### src/rtl/riscv_mc_pkg.sv
// Shared encodings for the RV32 multi-cycle controller: FSM states, opcodes,
// ALUOp / ALUControl codes and datapath mux selects.
package riscv_mc_pkg;

  typedef enum logic [3:0] {
    S_FETCH    = 4'd0,
    S_DECODE   = 4'd1,
    S_MEMADR   = 4'd2,
    S_MEMREAD  = 4'd3,
    S_MEMWB    = 4'd4,
    S_MEMWRITE = 4'd5,
    S_EXECR    = 4'd6,
    S_EXECI    = 4'd7,
    S_ALUWB    = 4'd8,
    S_BRANCH   = 4'd9
  } state_e;

  localparam logic [6:0] OP_LOAD   = 7'b0000011;
  localparam logic [6:0] OP_STORE  = 7'b0100011;
  localparam logic [6:0] OP_RTYPE  = 7'b0110011;
  localparam logic [6:0] OP_ITYPE  = 7'b0010011;
  localparam logic [6:0] OP_BRANCH = 7'b1100011;

  localparam logic [1:0] ALUOP_ADD    = 2'b00;
  localparam logic [1:0] ALUOP_BRANCH = 2'b01;
  localparam logic [1:0] ALUOP_FUNCT  = 2'b10;

  localparam logic [2:0] ALU_ADD = 3'b000;
  localparam logic [2:0] ALU_SHL = 3'b001;
  localparam logic [2:0] ALU_SUB = 3'b010;
  localparam logic [2:0] ALU_XOR = 3'b100;
  localparam logic [2:0] ALU_SHR = 3'b101;
  localparam logic [2:0] ALU_OR  = 3'b110;
  localparam logic [2:0] ALU_AND = 3'b111;

  localparam logic       ADR_PC     = 1'b0;
  localparam logic       ADR_RESULT = 1'b1;

  localparam logic [1:0] RES_ALUOUT    = 2'b00;
  localparam logic [1:0] RES_READDATA  = 2'b01;
  localparam logic [1:0] RES_ALURESULT = 2'b10;

  localparam logic [1:0] SRCA_PC    = 2'b00;
  localparam logic [1:0] SRCA_OLDPC = 2'b01;
  localparam logic [1:0] SRCA_RS1   = 2'b10;

  localparam logic [1:0] SRCB_RS2  = 2'b00;
  localparam logic [1:0] SRCB_IMM  = 2'b01;
  localparam logic [1:0] SRCB_FOUR = 2'b10;

  localparam logic [1:0] IMM_I = 2'b00;
  localparam logic [1:0] IMM_S = 2'b01;
  localparam logic [1:0] IMM_B = 2'b10;

endpackage

### src/rtl/riscv_alu_decoder.sv
// Combinational ALU control decode from ALUOp, funct3, funct7 (instr[30]) and op[5].
module riscv_alu_decoder
  import riscv_mc_pkg::*;
(
  input  logic [1:0] alu_op_i,
  input  logic [2:0] funct3_i,
  input  logic       funct7_i,
  input  logic       op5_i,
  output logic [2:0] alu_control_o
);

  always_comb begin
    alu_control_o = ALU_ADD;
    case (alu_op_i)
      ALUOP_BRANCH: begin
        // beq/bne/blt compare via subtraction; other funct3 codes fall back to ADD
        if (funct3_i == 3'b000 || funct3_i == 3'b001 || funct3_i == 3'b100)
          alu_control_o = ALU_SUB;
      end
      ALUOP_FUNCT: begin
        case (funct3_i)
          3'b000:  if ({op5_i, funct7_i} == 2'b11) alu_control_o = ALU_SUB;
          3'b001:  alu_control_o = ALU_SHL;
          3'b100:  alu_control_o = ALU_XOR;
          3'b101:  alu_control_o = ALU_SHR;
          3'b110:  alu_control_o = ALU_OR;
          3'b111:  alu_control_o = ALU_AND;
          default: alu_control_o = ALU_ADD;
        endcase
      end
      default: alu_control_o = ALU_ADD;
    endcase
  end

endmodule

### src/rtl/riscv_multicycle_controller.sv
// Multi-cycle FSM sequencer for lw/sw/R/I/branch sharing one ALU and one memory port.
// Write enables are gated by rst_n so nothing is written while reset is held.
module riscv_multicycle_controller
  import riscv_mc_pkg::*;
#(
  parameter int STATE_W  = 4,
  parameter bit SYNC_MEM = 1'b0
) (
  input  logic               clk,
  input  logic               rst_n,
  input  logic [6:0]         op,
  input  logic [2:0]         funct3,
  input  logic               funct7,
  input  logic               Zero,
  input  logic               sign_flag,
  input  logic               mem_ready,
  output logic               PCWrite,
  output logic               AdrSrc,
  output logic               MemWrite,
  output logic               IRWrite,
  output logic [1:0]         ResultSrc,
  output logic [1:0]         ALUSrcA,
  output logic [1:0]         ALUSrcB,
  output logic [1:0]         ImmSrc,
  output logic               RegWrite,
  output logic [2:0]         ALUControl,
  output logic               illegal_op,
  output logic               instr_done,
  output logic [STATE_W-1:0] state_o
);

  state_e     state_q, state_d;
  logic [1:0] alu_op;
  logic       mem_rdy, taken;
  logic       pc_write, ir_write, mem_write, reg_write, illegal, done;

  assign mem_rdy = SYNC_MEM ? 1'b1 : mem_ready;
  assign state_o = STATE_W'(state_q);

  always_comb begin
    case (funct3)
      3'b000:  taken = Zero;
      3'b001:  taken = ~Zero;
      3'b100:  taken = sign_flag;
      default: taken = 1'b0;
    endcase
  end

  always_ff @(posedge clk or negedge rst_n) begin
    if (!rst_n) state_q <= S_FETCH;
    else        state_q <= state_d;
  end

  always_comb begin
    state_d   = state_q;
    pc_write  = 1'b0;
    ir_write  = 1'b0;
    mem_write = 1'b0;
    reg_write = 1'b0;
    illegal   = 1'b0;
    done      = 1'b0;
    AdrSrc    = ADR_PC;
    ResultSrc = RES_ALUOUT;
    ALUSrcA   = SRCA_PC;
    ALUSrcB   = SRCB_RS2;
    alu_op    = ALUOP_ADD;
    case (state_q)
      S_FETCH: begin
        ALUSrcB   = SRCB_FOUR;
        ResultSrc = RES_ALURESULT;
        if (mem_rdy) begin
          ir_write = 1'b1;
          pc_write = 1'b1;
          state_d  = S_DECODE;
        end
      end
      S_DECODE: begin
        // OldPC + imm precomputes the branch target into ALUOut
        ALUSrcA = SRCA_OLDPC;
        ALUSrcB = SRCB_IMM;
        case (op)
          OP_LOAD, OP_STORE: state_d = S_MEMADR;
          OP_RTYPE:          state_d = S_EXECR;
          OP_ITYPE:          state_d = S_EXECI;
          OP_BRANCH:         state_d = S_BRANCH;
          default: begin
            illegal = 1'b1;
            state_d = S_FETCH;
          end
        endcase
      end
      S_MEMADR: begin
        ALUSrcA = SRCA_RS1;
        ALUSrcB = SRCB_IMM;
        state_d = op[5] ? S_MEMWRITE : S_MEMREAD;
      end
      S_MEMREAD: begin
        AdrSrc = ADR_RESULT;
        if (mem_rdy) state_d = S_MEMWB;
      end
      S_MEMWB: begin
        ResultSrc = RES_READDATA;
        reg_write = 1'b1;
        done      = 1'b1;
        state_d   = S_FETCH;
      end
      S_MEMWRITE: begin
        AdrSrc    = ADR_RESULT;
        mem_write = 1'b1;
        if (mem_rdy) begin
          done    = 1'b1;
          state_d = S_FETCH;
        end
      end
      S_EXECR: begin
        ALUSrcA = SRCA_RS1;
        alu_op  = ALUOP_FUNCT;
        state_d = S_ALUWB;
      end
      S_EXECI: begin
        ALUSrcA = SRCA_RS1;
        ALUSrcB = SRCB_IMM;
        alu_op  = ALUOP_FUNCT;
        state_d = S_ALUWB;
      end
      S_ALUWB: begin
        reg_write = 1'b1;
        done      = 1'b1;
        state_d   = S_FETCH;
      end
      S_BRANCH: begin
        ALUSrcA  = SRCA_RS1;
        alu_op   = ALUOP_BRANCH;
        pc_write = taken;
        done     = 1'b1;
        state_d  = S_FETCH;
      end
      default: state_d = S_FETCH;
    endcase
  end

  always_comb begin
    case (op)
      OP_STORE:  ImmSrc = IMM_S;
      OP_BRANCH: ImmSrc = IMM_B;
      default:   ImmSrc = IMM_I;
    endcase
  end

  assign PCWrite    = rst_n & pc_write;
  assign IRWrite    = rst_n & ir_write;
  assign MemWrite   = rst_n & mem_write;
  assign RegWrite   = rst_n & reg_write;
  assign illegal_op = rst_n & illegal;
  assign instr_done = rst_n & done;

  riscv_alu_decoder u_alu_dec (
    .alu_op_i      (alu_op),
    .funct3_i      (funct3),
    .funct7_i      (funct7),
    .op5_i         (op[5]),
    .alu_control_o (ALUControl)
  );

endmodule
### config.mk
export PLATFORM = sky130hd
export DESIGN_NAME = riscv_multicycle_controller
export DESIGN_NICKNAME = d
export VERILOG_FILES = /design/src/rtl/riscv_mc_pkg.sv /design/src/rtl/riscv_alu_decoder.sv /design/src/rtl/riscv_multicycle_controller.sv
export SDC_FILE = /design/constraint.sdc
export NUM_CORES = 1
export LEC_CHECK = 0
export BUFFER_PORTS_ARGS = -buffer_cell sky130_fd_sc_hd__buf_2
export CELL_PAD_IN_SITES_DETAIL_PLACEMENT = 0
export CELL_PAD_IN_SITES_GLOBAL_PLACEMENT = 1
export CORE_ASPECT_RATIO = 0.7
export CORE_MARGIN = 2
export CORE_UTILIZATION = 26
export DETAILED_ROUTE_END_ITERATION = 10
export HOLD_SLACK_MARGIN = 0.12
export PLACE_DENSITY = 0.84
export SLEW_MARGIN = 30
export SYNTH_ARGS = -nofsm -noshare
export SYNTH_HDL_FRONTEND = slang
export SYNTH_SLANG_ARGS = --single-unit
### constraint.sdc
create_clock -name clk -period 1.9 [get_ports clk]
set_input_delay 0.285 -clock clk [delete_from_list [all_inputs] [get_ports clk]]
set_output_delay 0.285 -clock clk [all_outputs]
set_load 0.03 [all_outputs]
# Yosys cells after proc, flatten, opt, wreduce, memory -nomap -nowiden
# Index checks and enable logic that the tools add are counted.
# word_totals
reg_bits,4
input_bits,16
out_inout_bits,22
elab_cells,71
# classes
n_eq_ne,25
n_mux,25
n_bitwise,7
n_reduce_logical,13
# ops
operator,count
4-bit case mux with 6 select lines,1
2-bit case mux with 2 select lines,5
3-bit case mux with 6 select lines,1
"4-bit by 3-bit equality test with 1-bit output, second input constant",4
4-bit case mux with 4 select lines,1
"7-bit by 6-bit equality test with 1-bit output, second input constant",2
"3-bit equality test, second input constant",4
4-bit two-way mux,3
"4-bit by 2-bit equality test with 1-bit output, second input constant",2
"4-bit equality test, second input constant",2
2-bit OR reduction,4
"7-bit by 2-bit equality test with 1-bit output, second input constant",1
"7-bit by 5-bit equality test with 1-bit output, second input constant",1
"7-bit equality test, second input constant",1
1-bit two-way mux,7
1-bit bitwise AND,6
"2-bit != test, second input constant",3
3-bit case mux with 2 select lines,1
3-bit OR reduction,2
5-bit OR reduction,1
"2-bit equality test, second input constant",2
"4-bit by 1-bit equality test with 1-bit output, second input constant",1
4-bit logical NOT,1
2-bit two-way mux,2
10 further kinds,12

# Logic depth before layout (Yosys ltp)
# depth
depth_word,5
mapped_depth,7

# By module
# A second synthesis with hierarchy kept.
# unflattened
cells_unflattened,87
area_unflattened_um2,655.6
# by_module_without_submodules
module,n_inst,cells_each,area_per_inst_um2
riscv_multicycle_controller,1,73,561.8
riscv_alu_decoder,1,14,93.8

# Least setup slack after synthesis
# No wires, ideal clock.
# synth_timing
kind,register to output
from,"register state_q[3], in the netlist state_o[3]"
to,output port PCWrite
arrival_ns,2.608
required_time_ns,1.615
slack_ns,-0.993
path_stages_with_launch,5
path_buffers,1
cell_sequence,dfrtp_1 > buf_2 > nor4_1 > and3_1 > a41o_1
# synth_between
elab_chain_len,3
word_cells_on_any_way,4
# synth_lines
element,line_no,rtl
start: declaration,riscv_multicycle_controller.sv:32,"state_e state_q, state_d;"
start signal: assignment,riscv_multicycle_controller.sv:51,else state_q <= state_d;
4-bit equality test / 4-bit logical NOT (equally long branches),riscv_multicycle_controller.sv:67,case (state_q)
1-bit case mux with 2 select lines (*),riscv_multicycle_controller.sv:67,
1-bit bitwise AND (*),riscv_multicycle_controller.sv:150,assign PCWrite = rst_n & pc_write;
end: declaration,riscv_multicycle_controller.sv:17,"output logic PCWrite,"
# Mark *: on every way between the ends. The rest lies on a longest branch, timed or not.

# Final worst setup path
# layout_timing
from,"register state_q[2], in the netlist state_o[2]"
to,output port ALUControl[1]
# layout_between
elab_chain_len,5
word_cells_on_any_way,8
# layout_lines
element,line_no,rtl
4-bit by 3-bit equality test with 1-bit output,riscv_multicycle_controller.sv:67,
2-bit OR reduction (no line),n/a,
2-bit case mux with 2 select lines (*),riscv_multicycle_controller.sv:67,
2-bit equality test / 2-bit by 1-bit equality test with 1-bit output (equally long branches),riscv_alu_decoder.sv:14,case (alu_op_i)
3-bit case mux with 2 select lines (*),riscv_alu_decoder.sv:14,
end: declaration,riscv_multicycle_controller.sv:26,"output logic [2:0] ALUControl,"
# Marked as above.

==> impl_metrics.ini <==
[status]
outcome = complete, but fails checks
violations = negative setup slack

[critical_path]
crit_chain = nor2b_4, and2_4, inv_2, ha_4, nand3b_1, o21ai_4, buf_6
crit_type = register to output pin
worstPathBufferInverterCount = 2
cp_top_family = simple AND/OR/NAND/NOR gates
slowest_stage = dfrtp_2
cpPeakStageDelay_ns = 0.43
cp.arrival_ns = 1.77
cp-start-kind = register
path_max_fanout = 4
crit_required_ns = 1.62
worstSetupEndpointType = output pin

[routing]
drcViolationCount = 0
dr.pass1.iters = 4
route.vias.total = 839
first_iter_violations = 15
avgRoutedWirePerCell_um = 12.79
finalWirelength_mm = 2.162
viasPerCell = 4.964
drtAntennaViolNets = 0

[timing]
hold_viol = 0
clock.fmax_mhz = 487.8
fin_skew_ns = 0.001280
slew_headroom = 0.6977
final.setup.worst_slack_ns = -0.1501
setup_viol = 3
finalCritPeriodShare = 1.079
rsz0062_at_grt = yes
tightest_slew_ns = 0.4473
report.final.slew_viol_count = 0
period_minus_slack_ns = 2.050

[global_routing]
antenna_found_initial = 0
grt_pass1_vias = 669
grt.overflow.total = 0
grt_start_max_net_pins = 17
grt_usage = 0.1384
grt_pass1_wl_mm = 3.091

[yosys]
synth_cell_types = 44
async_reset_ff_frac = 1.000
synth_area_per_cell_um2 = 7.763
yosysSeqAreaShare = 0.1553
synth-edff-count = 0
synth_cells = 83
mappedNetlistNets = 101
ys.flop_type = dfrtp_1
netlist_area_um2 = 644.4
yosys_register_bits = 4
synth_warnings = 0

[floorplanning]
start_util = 0.2682
io-pin-count = 38
dieWidth_um = 63.50
dieArea_um2 = 2899
std_cell_rows = 15
coreArea_um2 = 2402
fp.dieH_um = 45.65

[final_layout]
area_growth_pct = 75.73
largest_register_ffs = 4
nets = 155
fin_util = 0.4714
drive_above_1_share = 0.5852
design_area_um2 = 1132
n_antenna_cell = 0
layoutNonFillerInstCount = 169

[clock_network]
cts_inserted_buffers = 3
cts_tree = built
clock_latency_ns = 0.24
ctsLongestPathBuffers = 2
cts_max_level = 1
cts-root-buf = clkbuf_4
cts.sinks = 4
path_clk_slew_ns = 0.03

[placed_design]
dpl_worst_slack_ns = -0.01986
numPortBuffers = 37
dp_hpwl_mm = 1.607
placed_area_um2 = 999.7
place_inst = 158
place_congestion = 0.8125

[pwr]
powerDensity_nw_per_um2 = 1042
max-vdd-ir-drop_mv = 0.5505
leakagePower_nw = 0.5895
power.total_mw = 1.179

[job]
max-cap-violations = 0

[worst_hold_path]
hold_class = primary input to register
==> area by class of cell <==
type,instances,area [um^2]
clock buffer,3,22.52
fill,257,1270
inverter,6,22.52
multi-input combinational,67,571.8
sequential,4,105.1
tap,34,42.54
timing repair buffer,55,367.9
==> logic make-up (layout without fill, tap and decap cells) <==
family / Yosys count / count (layout) / share of synthesized area
simple gates: 40 / 40 / 0.4213
xor+xnor: 2 / 2 / 0.02719
fa+ha+maj: 2 / 2 / 0.03883
buf+inv: 12 / 64 / 0.09319
mux: 1 / 1 / 0.01553
flops: 4 / 4 / 0.1553
compound gates: 22 / 22 / 0.2486
==> stage by stage <==
stage	TNS, ns	hold WS, ns
after floorplan	-0.3442	-0.01059
after detailed placement	-0.01986	0.1418
after global routing	-0.5178	0.4082
final	-0.2748	0.3876
after CTS	-0.3351	0.3879
after global placement	0	0.1458
==> Yosys cell counts (all sizes together), types with 2 or more instances <==
cell,instances,area [um^2]
nand2b,2,12.51
nand3b,2,15.01
buf,5,33.78
and3b,3,26.28
inv,6,22.52
and2,3,18.77
ha,2,25.02
a31oi,2,12.51
o21ai,2,10.00
nor3b,4,30.03
nor2,4,15.01
dfrtp,4,100.1
or2,3,18.77
a21oi,6,30.03
nor2b,5,31.28
nand2,4,15.01
and3,4,25.02
==> layer usage <==
metal	wire length, um	up-vias	global-route usage
li1	-	410	-
met2	1013	30	0.2232
met1	1006	396	0.1806
met3	126	3	0.03713
met4	16	0	0.05217
met5	0	-	0
==> final timing paths <==
check                           start             to  slack (ns)  cells past startpoint
hold / removal                  op[4]     state_o[2]        0.39                      3
max in group asynchronous       rst_n     state_o[2]        1.27                      2
hold reg to reg            state_o[1]     state_o[3]        0.69                      3
min in group asynchronous       rst_n     state_o[0]        0.43                      2
setup / recovery           state_o[2]  ALUControl[1]       -0.15                      7
setup reg to reg           state_o[3]     state_o[2]        0.21                      5
==> cells in the final DEF (no fill, tap or decap), types with 2 or more instances in the layout <==
master	n
and2_1	2
nand2_1	4
nand2b_1	2
and3b_1	3
dfrtp_2	4
nor2_1	3
a31oi_1	2
clkbuf_4	3
or2_1	2
nor2b_1	2
nor2b_4	2
inv_1	3
nand3b_1	2
a21oi_1	6
and3_1	3
inv_2	3
buf_6	8
buf_2	31
buf_4	15
nor3b_1	3
==> power breakdown <==
group / total (mW) / switching, mW / internal (mW) / leakage [nW]
sequential: 0.129 / 0.0181 / 0.111 / 0.0475
combinational: 0.944 / 0.550 / 0.395 / 0.528
clock: 0.106 / 0.0353 / 0.0707 / 0.0138
total: 1.18 / 0.603 / 0.576 / 0.589
==> timing repair <==
item,in CTS,in global routing
gates cloned,0,0
hold endpoints to repair,4,0
gates resized for setup,10,8
pin swaps,6,4
hold buffers,1,0
setup endpoints to repair,4,6
setup buffers,2,5
==> tightest hold or removal path: cells and delay by family <==
family                 cells  cell delay (ns)
buffers and inverters      1             0.12
and+or+nand+nor            1             0.11
AOI/OAI and AO/OA          1             0.07
Note: power is estimated with default switching activity, not from simulation.
